==> src/rtl/shift_sequencer.sv <==
// shift_sequencer: 8-bit shift register with IDLE/SHIFT/DONE sequencing, selectable direction, fill source and shift count.
module shift_sequencer (
    input  logic       Clk,
    input  logic       Reset,
    input  logic       Start,
    input  logic       Load,
    input  logic [7:0] DataIn,
    input  logic       Dir,
    input  logic [3:0] Count,
    input  logic [1:0] Mode,
    input  logic       SerIn,
    input  logic       Abort,
    output logic [7:0] Q,
    output logic       SerOut,
    output logic       Busy,
    output logic       Done
);
    typedef enum logic [1:0] {IDLE, SHIFT, DONE} state_t;
    state_t state, nextState;
    logic [3:0] remaining, effCount;
    logic       dirLat, expelled, fill;
    logic [1:0] modeLat;
    logic [7:0] shifted;
    always_comb begin
        effCount  = (Count > 4'd8) ? 4'd8 : Count;
        expelled  = dirLat ? Q[7] : Q[0];
        fill      = (modeLat == 2'b00) ? 1'b0 :
                    (modeLat == 2'b01) ? 1'b1 :
                    (modeLat == 2'b10) ? expelled : SerIn;
        shifted   = dirLat ? {Q[6:0], fill} : {fill, Q[7:1]};
        nextState = state;
        case (state)
            IDLE:    nextState = Start ? ((effCount != 4'd0) ? SHIFT : DONE) : IDLE;
            SHIFT:   nextState = Abort ? IDLE : ((remaining == 4'd1) ? DONE : SHIFT);
            DONE:    nextState = IDLE;
            default: nextState = IDLE;
        endcase
    end
    always_ff @(posedge Clk or posedge Reset) begin
        if (Reset) begin
            state     <= IDLE;
            Q         <= 8'h00;
            SerOut    <= 1'b0;
            remaining <= 4'd0;
            dirLat    <= 1'b0;
            modeLat   <= 2'b00;
        end else begin
            state <= nextState;
            if (state == IDLE && Start) begin
                dirLat    <= Dir;
                modeLat   <= Mode;
                remaining <= effCount;
                if (Load) Q <= DataIn;
            end else if (state == SHIFT && !Abort) begin
                Q         <= shifted;
                SerOut    <= expelled;
                remaining <= remaining - 4'd1;
            end
        end
    end
    // Status comes straight from the state register, never from inputs.
    assign Busy = (state != IDLE);
    assign Done = (state == DONE);
endmodule
==> config.mk <==
export PLATFORM = sky130hd
export DESIGN_NAME = shift_sequencer
export DESIGN_NICKNAME = d
export VERILOG_FILES = /design/src/rtl/shift_sequencer.sv
export SDC_FILE = /design/constraint.sdc
export NUM_CORES = 1
export LEC_CHECK = 0
export BUFFER_PORTS_ARGS = -buffer_cell sky130_fd_sc_hd__buf_2
export CORE_MARGIN = 1
export CORE_UTILIZATION = 44
export CTS_CLUSTER_SIZE = 14
export DETAILED_ROUTE_END_ITERATION = 7
export HOLD_SLACK_MARGIN = 0.02
export PLACE_DENSITY = 0.73
export SYNTH_ARGS = -nofsm -noshare
export SYNTH_HDL_FRONTEND = slang
export SYNTH_SLANG_ARGS = --single-unit
==> constraint.sdc <==
create_clock -name Clk -period 1.31 [get_ports Clk]
set_input_delay 0.0655 -clock Clk [delete_from_list [all_inputs] [get_ports Clk]]
set_output_delay 0.0655 -clock Clk [all_outputs]
set_load 0.02 [all_outputs]
### After elaboration in Yosys (flattened, before gate mapping)

Cells that the tools add are included.

| operators by class | value |
|---|---|
| add/subtract/negate cells | 1 |
| $lt $le $gt $ge | 1 |
| equal/unequal tests | 6 |
| multiplexer cells | 16 |
| bitwise logic cells | 1 |
| reductions and logical operators | 10 |

Operators by type and width:

| kind | count |
|---|---|
| $mux 8 | 4 |
| $mux 4 | 3 |
| $mux 2 | 4 |
| $eq 2x1->1 const B | 2 |
| $eq 2x2->1 const B | 2 |
| $eq 4x1->1 const B | 1 |
| $gt 4x4->1 const B | 1 |
| $logic_not 2->1 | 2 |
| $mux 1 | 4 |
| $pmux 2 s2 | 1 |
| $reduce_and 2->1 | 2 |
| $reduce_bool 2->1 | 2 |
| $reduce_bool 4->1 | 1 |
| $sub 4x1->4 const B | 1 |
| $logic_and 1x1->1 | 2 |
| $ne 2x2->1 const B | 1 |
| $logic_not 1->1 | 1 |
| $not 1->1 | 1 |

| word-level totals | value |
|---|---|
| flip-flop bits (word level) | 18 |
| bits of input ports | 21 |
| output and inout port bits | 11 |
| logic and storage cells | 41 |

### Logic depth before layout (Yosys ltp)

Gate-level depths: netlist (run 1).

| depth | value |
|---|---|
| depth after elaboration | 7 |
| depth in mapped cells | 5 |
| mapped depth without buffers | 5 |

### Worst setup path before layout (run 1)

Ideal clock, no wire load.

| timing | value |
|---|---|
| path type | register -> register |
| from | register state[0] |
| to | register Q[0] |
| library setup time | 0.104 ns |
| arrival | 1.309 ns |
| data required time | 1.206 ns |
| slack | -0.103 ns |
| stages on the path, launching flop included | 6 |
| path buffers | 1 |
| clock period less this slack | 1.413 ns |
| cells stage by stage | dfrtp_1 > or3b_1 > buf_6 > nand2_2 > a211oi_1 > o41ai_2 |

| on the way | value |
|---|---|
| word-level cells in the longest chain between the ends | 4 |
| elaborated cells between the ends (all ways) | 8 |
| those cells by class | eq/ne: 2; mux: 1; reduce/logical: 5 |

Ends and longest elaborated chain:

| element | line | RTL |
|---|---|---|
| start: declaration | 19 | `state_t state, nextState;` |
| start signal: assignment | 48 | `state <= nextState;` |
| $eq 2x1->1 or $logic_not 2->1 (tied branches) | 54, 49 |  |
| $logic_and 1x1->1 (on tied branches) | 54, 49 |  |
| $reduce_bool 2->1 (no line) or $ne 2x2->1 (tied branches) | n/a |  |
| $reduce_and 2->1 (no line) | n/a |  |
| end signal: assignment | 53 | `if (Load) Q <= DataIn;` |
| end signal: assignment | 55 | `Q <= shifted;` |
| end: declaration | 13 | `output logic [7:0] Q,` |

Parallel ways exist; a longest one is shown, timed or not.
A chain may end at the register's enable or synchronous reset.

### Final worst setup path (run 1)

| timing | value |
|---|---|
| from | register state[1] |
| to | register Q[0] |

Same word-level chain as after synthesis.

==> results of run 1 <==
-- worst max-delay path: cells and delay by family, from the launching register on --
family | cells | cell delay, ns
AOI/OAI and AO/OA | 1 | 0.08
buffers and inverters | 1 | 0.17
DFF | 1 | 0.46
and+or+nand+nor | 2 | 0.55
-- cells in the final DEF, fill, tap and decap left out, drive strengths merged --
master and instances:
buf 45, nand2 21, dfrtp 18, o21ai 12, nor2 10, mux2i 7
a21oi 6, dlygate4sd3 5, nor3b 4, clkbuf 4, nand3b 3, inv 3
or3b 2, a22oi 2, nor3 2, ha 2, xor2 1, or2b 1
a21o 1, o211ai 1, nand2b 1, a2111oi 1, o31ai 1, or2 1
nor4 1, o22ai 1, and2b 1, a22o 1, a211oi 1, o41ai 1
-- metal layers --
layer  up-vias  GRT usage
met5         -          0
met4         0     0.0857
li1        488          -
met1       450      0.261
met3         2     0.0278
met2        31      0.369
-- flip-flops by register name, summed over array words and instances (netlist names) --
register   cells
Q              8
remaining      4
modeLat        2
state          2
SerOut         1
dirLat         1
-- power by group through the flow --
stage	logic, mW	registers [mW]	clock network (mW)
finish	1.69	1.02	0.346
detailed placement	1.42	1.01	0
CTS	1.55	1.01	0.356
global route	1.85	1.06	0.380
global placement	1.37	0.995	0
floorplan	0.826	1.12	0
-- through the flow --
| step | total power, mW | area [um^2] | std cells |
|---|---|---|---|
| CTS | 2.91 | 1380 | 186 |
| global placement | 2.37 | 1250 | 175 |
| global route | 3.29 | 1440 | 187 |
| finish | 3.06 | 1440 | 187 |
| detailed placement | 2.43 | 1250 | 175 |
| floorplan | 1.94 | 1010 | 111 |
-- path summary, 6_finish.rpt --
check                           end  slack, ns      start
setup / recovery               Q[0]      -0.05   state[1]
hold / removal                 Q[4]       0.03  DataIn[4]
setup reg to reg               Q[0]      -0.05   state[1]
hold reg to reg              SerOut       0.49     SerOut
max in group asynchronous  state[1]       0.78      Reset
min in group asynchronous      Q[1]       0.31      Reset
-- cells by family after synthesis --
logic type,Yosys count,share of synthesized area
AO/OA/AOI/OAI,28,0.174
buffers and inverters,8,0.0435
adder cells (fa/ha/maj),2,0.0249
multiplexers,7,0.0697
AND/OR/NAND/NOR,47,0.231
flip-flops,18,0.448
XOR/XNOR,1,0.00871
-- area by class of cell --
| cell class | count | area share |
|---|---|---|
| clock buffer | 4 | 0.0253 |
| inverter | 3 | 0.00784 |
| multi-input combinational | 85 | 0.398 |
| sequential | 18 | 0.315 |
| tap | 27 | 0.0235 |
| timing repair buffer | 50 | 0.230 |
-- timing repair --
item,in CTS,in global routing
gates resized for setup,13,20
gates cloned,0,0
endpoints found under the setup margin,12,14
hold endpoints to repair,22,0
pin swaps,1,8
hold buffers,5,0
buffers inserted,2,2
==> impl_metrics.yaml, run 1 <==
setup_path:
  cp_data_required_time_ns: 1.49
  slowest_delay_ns: 0.46
  cp-start-kind: "register"
  cp.arrival_ns: 1.54
  critical_path_class: "reg -> reg"
  worst-r2r-cell-count: 4
  worstPathCellList: "or3b_4, buf_4, nor2_2, o41ai_2"
  critPathSlowestCell: "dfrtp_2"
  critPathCaptureType: "register"
  path_max_fanout: 6
clocking:
  cts.clk_slew.worst_paths_ns: 0.11
  cts.sinks: 18
  numCtsBuffers: 3
  cts_buffer_depth: 2
  cts_tree: "yes"
  clk_latency_ns: 0.29
  h-tree-depth: 1
  root_buffer: "clkbuf_4"
hold_path:
  hold_path.class: "in -> reg"
  whs_path_depth: 3
timing:
  fin_crit_sh: 1.04
  finalSetupViolCount: 7
  rsz0062_at_grt: "true"
  fin_crit_ns: 1.36
  hold_ws_ns: 0.0330
  fin_setup_tns_ns: -0.166
  finalWorstSetupSlack_ns: -0.0527
  hold_viol_final: 0
  maxSlewViolCount: 0
  slew-limit-headroom: 0.770
  fmax_mhz: 734
  finClkSkew_ns: 0.00706
  tightestPinTransition_ns: 0.336
routing:
  met2_wirelength_um: 1200
  vias: 971
  drtAntennaViolNets: 0
  via_per_inst: 5.19
  wl_per_cell_um: 13.3
  drt-pass1-iter-count: 4
  routed_wl_um: 2490
  top_layer: "met4"
  drc_errors: 0
  drt_iter0_drc: 18
  met3_length_um: 111
  drt-met1-wl_um: 1160
yosys:
  ys_ff_latch: 18
  synth.net_count: 134
  netlist_instances: 111
  synth-async-reset-ratio: 1.00
  synthTopCellsByCount: "nand2_1 (20), dfrtp_1 (18), o21ai_0 (12), nor2_1 (10), mux2i_1 (7)"
  yosysMostFrequentCell: "nand2_1"
  ys_types: 33
  yosysTopAreaCellShare: 0.448
  synth_ff_type: "dfrtp_1"
  yosysWarningCount: 0
  netlist_area_um2: 1010
  syn_avg_cell_area_um2: 9.06
  yosysSeqAreaShare: 0.448
  synth_edf_count: 0
  synthTopCellsByArea: "dfrtp_1 (45%), nand2_1 (7.5%), mux2i_1 (7.0%)"
  yosysTopAreaCell: "dfrtp_1"
final_layout:
  diodes: 0
  nNetsFinal: 184
  ff_latch_area_um2: 453
  layout-drive-gt1-share: 0.419
  utilization: 0.697
  multi_input_area_um2: 572
  nFillCells: 162
  synthToLayoutAreaGrowth_pct: 42.8
power:
  irDropWorstVdd_v: 0.00126
  p_sw_mw: 1.30
  clkPwrFrac: 0.113
  power_density_nw_per_um2: 2130
  internal_power_mw: 1.76
  swShare: 0.425
  total_leakage_power_nw: 0.702
  comb_power_share: 0.551
  seqPwrFrac: 0.335
outcome:
  status: "complete, but fails checks"
  violations: "negative setup slack"
global_routing:
  grt_pass1_vias: 925
  grt_pass1_wl_um: 3950
  gr-usage-all-layers: 0.212
  antenna_found_initial: 0
  grt_max_degree: 19
  grt_overflow_total: 0
die:
  die_height_um: 49.8
  io_pins: 32
  coreArea_um2: 2060
  die-area_um2: 2480
  rows: 16
  die_w_um: 49.8
  initial_core_util: 0.488
run:
  max-cap-violations: 0
place:
  io_buffers: 31
  place_ws_ns: -0.151
  hpwl_um: 1720
  gp_congestion: 0.843
No activity file was read; power rests on OpenSTA's default activity.
==> inputs of run 2 (changes only) <==
--- a/config.mk
+++ b/config.mk
@@ -10,3 +10,3 @@
 export CORE_UTILIZATION = 44
-export CTS_CLUSTER_SIZE = 14
+export CTS_CLUSTER_SIZE = 40
 export DETAILED_ROUTE_END_ITERATION = 7
@@ -14,2 +14,3 @@
 export PLACE_DENSITY = 0.73
+export REMOVE_ABC_BUFFERS = 1
 export SYNTH_ARGS = -nofsm -noshare
==> constraint.sdc (replaced) <==
create_clock -name Clk -period 1.31 [get_ports Clk]
set_input_delay 0.262 -clock Clk [delete_from_list [all_inputs] [get_ports Clk]]
set_output_delay 0.262 -clock Clk [all_outputs]
set_load 0.02 [all_outputs]
==> run 2 against run 1 <==
Net effect: the flow still finishes with violations (negative setup slack); highest routed layer unchanged; global-route usage up 4.2 points; sequential share of layout area down 1.0 points; count of clock-buffer cells in the layout down 1; core utilization up 2.1 points.
==> impl_metrics.yaml, run 2 (synthesis gave the netlist of run 1 again) <==
timing:
  fin_setup_tns_ns: -1.93
  slew-limit-headroom: 0.716
  fin_crit_ns: 1.52
  finalWorstSetupSlack_ns: -0.212
  hold_viol_final: 0
  tightestPinTransition_ns: 0.425
  fmax_mhz: 657
  finClkSkew_ns: 0.00581
  finalSetupViolCount: 16
  rsz0062_at_grt: "true"
  hold_ws_ns: 0.142
  maxSlewViolCount: 0
  fin_crit_sh: 1.16
clocking:
  cts_tree: "yes"
  clk_latency_ns: 0.31
  root_buffer: "clkbuf_4"
  cts.clk_slew.worst_paths_ns: 0.10
  cts.sinks: 18
  numCtsBuffers: 3
  h-tree-depth: 1
  cts_buffer_depth: 2
final_layout:
  reg.largest.list: "Q: 8 flops, remaining: 4 flops"
  synthToLayoutAreaGrowth_pct: 47.1
  largest_reg_flops: 8
  diodes: 0
  final_cell_mix: "buf_2 (29), nand2_1 (18), dfrtp_1 (17)"
  final_common_cell: "buf_2"
  regMostFlops: "Q"
  nNetsFinal: 188
  layout-drive-gt1-share: 0.454
power:
  power_density_nw_per_um2: 2110
  irDropWorstVdd_v: 0.00114
  internal_power_mw: 1.78
  total_leakage_power_nw: 0.726
  p_sw_mw: 1.35
  swShare: 0.430
  comb_power_share: 0.583
  power_mw: 3.13
  seqPwrFrac: 0.327
  clkPwrFrac: 0.091
setup_path:
  r2r-end: "remaining[0]"
  r2r_slack_ns: -0.17
  cp.arrival_ns: 1.26
  path_max_fanout: 5
  cp-start-kind: "register"
  worst-r2r-cell-count: 6
  critical_path_class: "reg -> out"
  critPathCaptureType: "output pin"
  cp_data_required_time_ns: 1.05
  rr_startpoint: "state[1]"
routing:
  drc_errors: 0
  routed_wl_um: 2730
  via_per_inst: 5.33
  wl_per_cell_um: 14.4
  vias: 1012
  drt_iter0_drc: 16
  drtAntennaViolNets: 0
  drt-pass1-iter-count: 5
global_routing:
  grt_pass1_vias: 1000
  antenna_found_initial: 0
  grt_max_degree: 19
  gr-usage-all-layers: 0.254
  grt_pass1_wl_um: 4570
  grt_overflow_total: 0
die:
  die_w_um: 49.8
  io_pins: 32
  initial_core_util: 0.488
  die-area_um2: 2480
  coreArea_um2: 2060
  die_height_um: 49.8
  rows: 16
place:
  hpwl_um: 1730
  io_buffers: 31
  gp_congestion: 0.754
hold_path:
  hold_path.class: "in -> reg"
  min_from: "Mode[0]"
  min_to: "modeLat[0]"
  whs_path_depth: 3
outcome:
  violations: "negative setup slack"
  status: "complete, but fails checks"
run:
  max-cap-violations: 0
[run 2: area by class of cell]
type                    count  area, um^2
fillers                   157         582
multi-input cells          85         581
flip-flops and latches     18         452
repair buffers             54         380
well taps                  27        33.8
clock buffers               3        22.5
inverters                   3        11.3
[run 2: power by group through the flow]
stage | Sequential, mW | Clock, mW | Combinational (mW)
floorplan | 1.16 | 0 | 0.723
global placement | 0.985 | 0 | 1.40
detailed placement | 0.999 | 0 | 1.46
CTS | 1.00 | 0.285 | 1.69
global route | 1.06 | 0.320 | 1.99
finish | 1.02 | 0.284 | 1.82
[run 2: routing by layer]
| layer | up-vias | routed length (um) | track usage | part of all wire |
|---|---|---|---|---|
| met5 | - | 0 | 0 | 0 |
| met4 | 0 | 57 | 0.110 | 0.021 |
| met3 | 6 | 157 | 0.0741 | 0.058 |
| met2 | 36 | 1350 | 0.414 | 0.49 |
| met1 | 476 | 1160 | 0.308 | 0.43 |
| li1 | 494 | - | - | - |
[run 2: worst max-delay path by stage]
stage                     cells after the start     start  slack (ns)            to
final                                         3  state[1]       -0.21          Busy
after global routing                          4  state[0]       -0.27          Q[0]
after CTS                                     3  state[1]       -0.18          Busy
after detailed placement                      4  state[1]       -0.17          Q[0]
after global placement                        5     Start       -0.15          Q[7]
after floorplan                               4  state[0]       -0.92  remaining[0]
[run 2: what timing repair did]
item / in CTS / in global routing
pin swaps: 5 / 5
gates cloned: 1 / 0
setup buffers: 6 / 2
resized for setup: 26 / 18
setup endpoints to repair: 17 / 18
hold buffers: 1 / 0
hold endpoints to repair: 18 / 0
[run 2: stage by stage]
stage	setup slack, ns	instances	cell area, um^2	util
after floorplan	-0.921	106	973	-
after global placement	-0.147	178	1270	0.617
after detailed placement	-0.170	178	1270	0.617
after CTS	-0.175	189	1430	0.691
after global routing	-0.270	190	1480	0.718
final	-0.212	190	1480	0.718
[run 2: critical path, stage by stage (launching register included)]
cell and delay [ns]:
dfrtp_2 0.46, buf_6 0.13, or2_4 0.24, buf_6 0.13
==> inputs of run 3 (changes only) <==
Settings changed: CORE_MARGIN 1 to 4, CORE_UTILIZATION 44 to 49, PLACE_DENSITY 0.73 to 0.77.
Clock period 1.31 ns to 1.5 ns, I/O delays scaled along.
==> run 3 against run 2 <==
Net effect: the flow now finishes without violations; register-to-register slack gained 0.22 ns; worst hold slack gained 0.056 ns; global-route usage shrank 4.8 points; wire length shrank 7.7%; die area grew 15%; final area shrank 12%.
==> impl_metrics.yaml, run 3 (synthesis gave the netlist of run 1 again) <==
outcome:
  status: "complete, no violations"
timing:
  hold_viol_final: 0
  finClkSkew_ns: 0.00616
  finalSetupViolCount: 0
  rsz0062_at_grt: "false"
  fin_crit_sh: 0.967
  maxSlewViolCount: 0
  slew-limit-headroom: 0.700
  fin_crit_ns: 1.45
  tightestPinTransition_ns: 0.446
  fmax_mhz: 690
  fin_setup_tns_ns: 0
place:
  placed_area_um2: 1230
  hpwl_um: 1810
  io_buffers: 31
  dp.cells: 173
  gp_congestion: 0.936
final_layout:
  regMostFlops: "Q"
  largest_reg_flops: 8
  final_area_um2: 1300
  final_cell_mix: "buf_2 (30), nand2_1 (20), dfrtp_1 (17)"
  multi_input_area_um2: 528
  synthToLayoutAreaGrowth_pct: 29.6
  nFillCells: 185
  reg.largest.list: "Q: 8 flops, remaining: 4 flops"
  layout-drive-gt1-share: 0.351
  diodes: 0
  final_common_cell: "buf_2"
  nNetsFinal: 175
  ff_latch_area_um2: 452
  instances_no_fill: 178
power:
  irDropWorstVdd_v: 0.00105
  power_density_nw_per_um2: 1870
  total_leakage_power_nw: 0.649
global_routing:
  grt_pass1_wl_um: 4180
  antenna_found_initial: 0
  grt_pass1_vias: 943
  gr-usage-all-layers: 0.205
  grt_overflow_total: 0
  grt_max_degree: 19
clocking:
  clk_latency_ns: 0.29
  h-tree-depth: 1
  cts.sinks: 18
  cts_buffer_depth: 2
  numCtsBuffers: 3
  cts.clk_slew.worst_paths_ns: 0.11
  root_buffer: "clkbuf_4"
  cts_tree: "yes"
routing:
  drt-pass1-iter-count: 4
  drc_errors: 0
  wl_per_cell_um: 14.1
  drt_iter0_drc: 30
  via_per_inst: 5.46
  routed_wl_um: 2520
  drtAntennaViolNets: 0
  vias: 971
setup_path:
  cp-start-kind: "register"
  critical_path_class: "reg -> reg"
  cp.arrival_ns: 1.65
  cp_data_required_time_ns: 1.70
  critPathCaptureType: "register"
  path_max_fanout: 8
die:
  die_w_um: 53.3
  initial_core_util: 0.513
  io_pins: 32
  rows: 16
  die_height_um: 53.3
  die-area_um2: 2840
  coreArea_um2: 1960
hold_path:
  hold_path.class: "in -> reg"
run:
  max-cap-violations: 0
## run 3: cell types whose count changed in the layout (fill, tap and decap cells not counted), moves of 4 or more
cell / delta
o21ai_1: -10
buf_4: -4
o21ai_0: +11
buf_6: -10
## run 3: timing repair
action	in CTS	in global routing
endpoints found under the hold margin	18	0
hold buffers	1	0
resized for setup	3	6
buffers inserted	0	0
endpoints found under the setup margin	3	6
gates cloned	0	0
## run 3: path summary, 6_finish.rpt
| kind | startpoint | to | slack [ns] | cells after the start |
|---|---|---|---|---|
| min reg2reg | SerOut | SerOut | 0.49 | 2 |
| max in group asynchronous | Reset | state[0] | 0.75 | 4 |
| max | state[0] | Q[0] | 0.05 | 4 |
| min in group asynchronous | Reset | Q[3] | 0.54 | 4 |
| min | Mode[1] | modeLat[1] | 0.20 | 3 |
| max reg2reg | state[0] | Q[0] | 0.05 | 4 |
## run 3: area by class of cell
cell class / count / share of cell area
clock buffer: 4 / 0.0278
inverter: 3 / 0.00864
tap: 27 / 0.0259
sequential: 18 / 0.346
timing repair buffer: 41 / 0.186
multi-input combinational: 85 / 0.405
## run 3: routing by layer
metal	wire (um)	vias to the layer above	part of all wire	GRT usage
met3	163	7	0.065	0.0282
met5	0	-	0	0
met4	53	0	0.021	0.111
li1	-	467	-	-
met2	1250	43	0.50	0.327
met1	1050	454	0.42	0.265
## run 3: power breakdown
part,switching (mW),internal (mW),total (mW)
logic,0.669,0.555,1.22
registers,0.215,0.691,0.906
clock network,0.155,0.148,0.303
## run 3: worst max-delay path: stages, from the launching register on
cell      delay, ns
dfrtp_2        0.46
or3b_4         0.44
nand2_2        0.10
a211oi_1       0.05
o41ai_2        0.30
## run 3: stage by stage
step,hold WS [ns],worst slack (ns),total power [mW],util
CTS,0.194,-0.00686,2.41,0.657
detailed placement,0.325,0.0296,2.07,0.629
global placement,0.323,0.0810,2.02,0.629
global route,0.199,0.00478,2.63,0.665
floorplan,0.239,-0.731,1.64,-
finish,0.198,0.0502,2.43,0.665
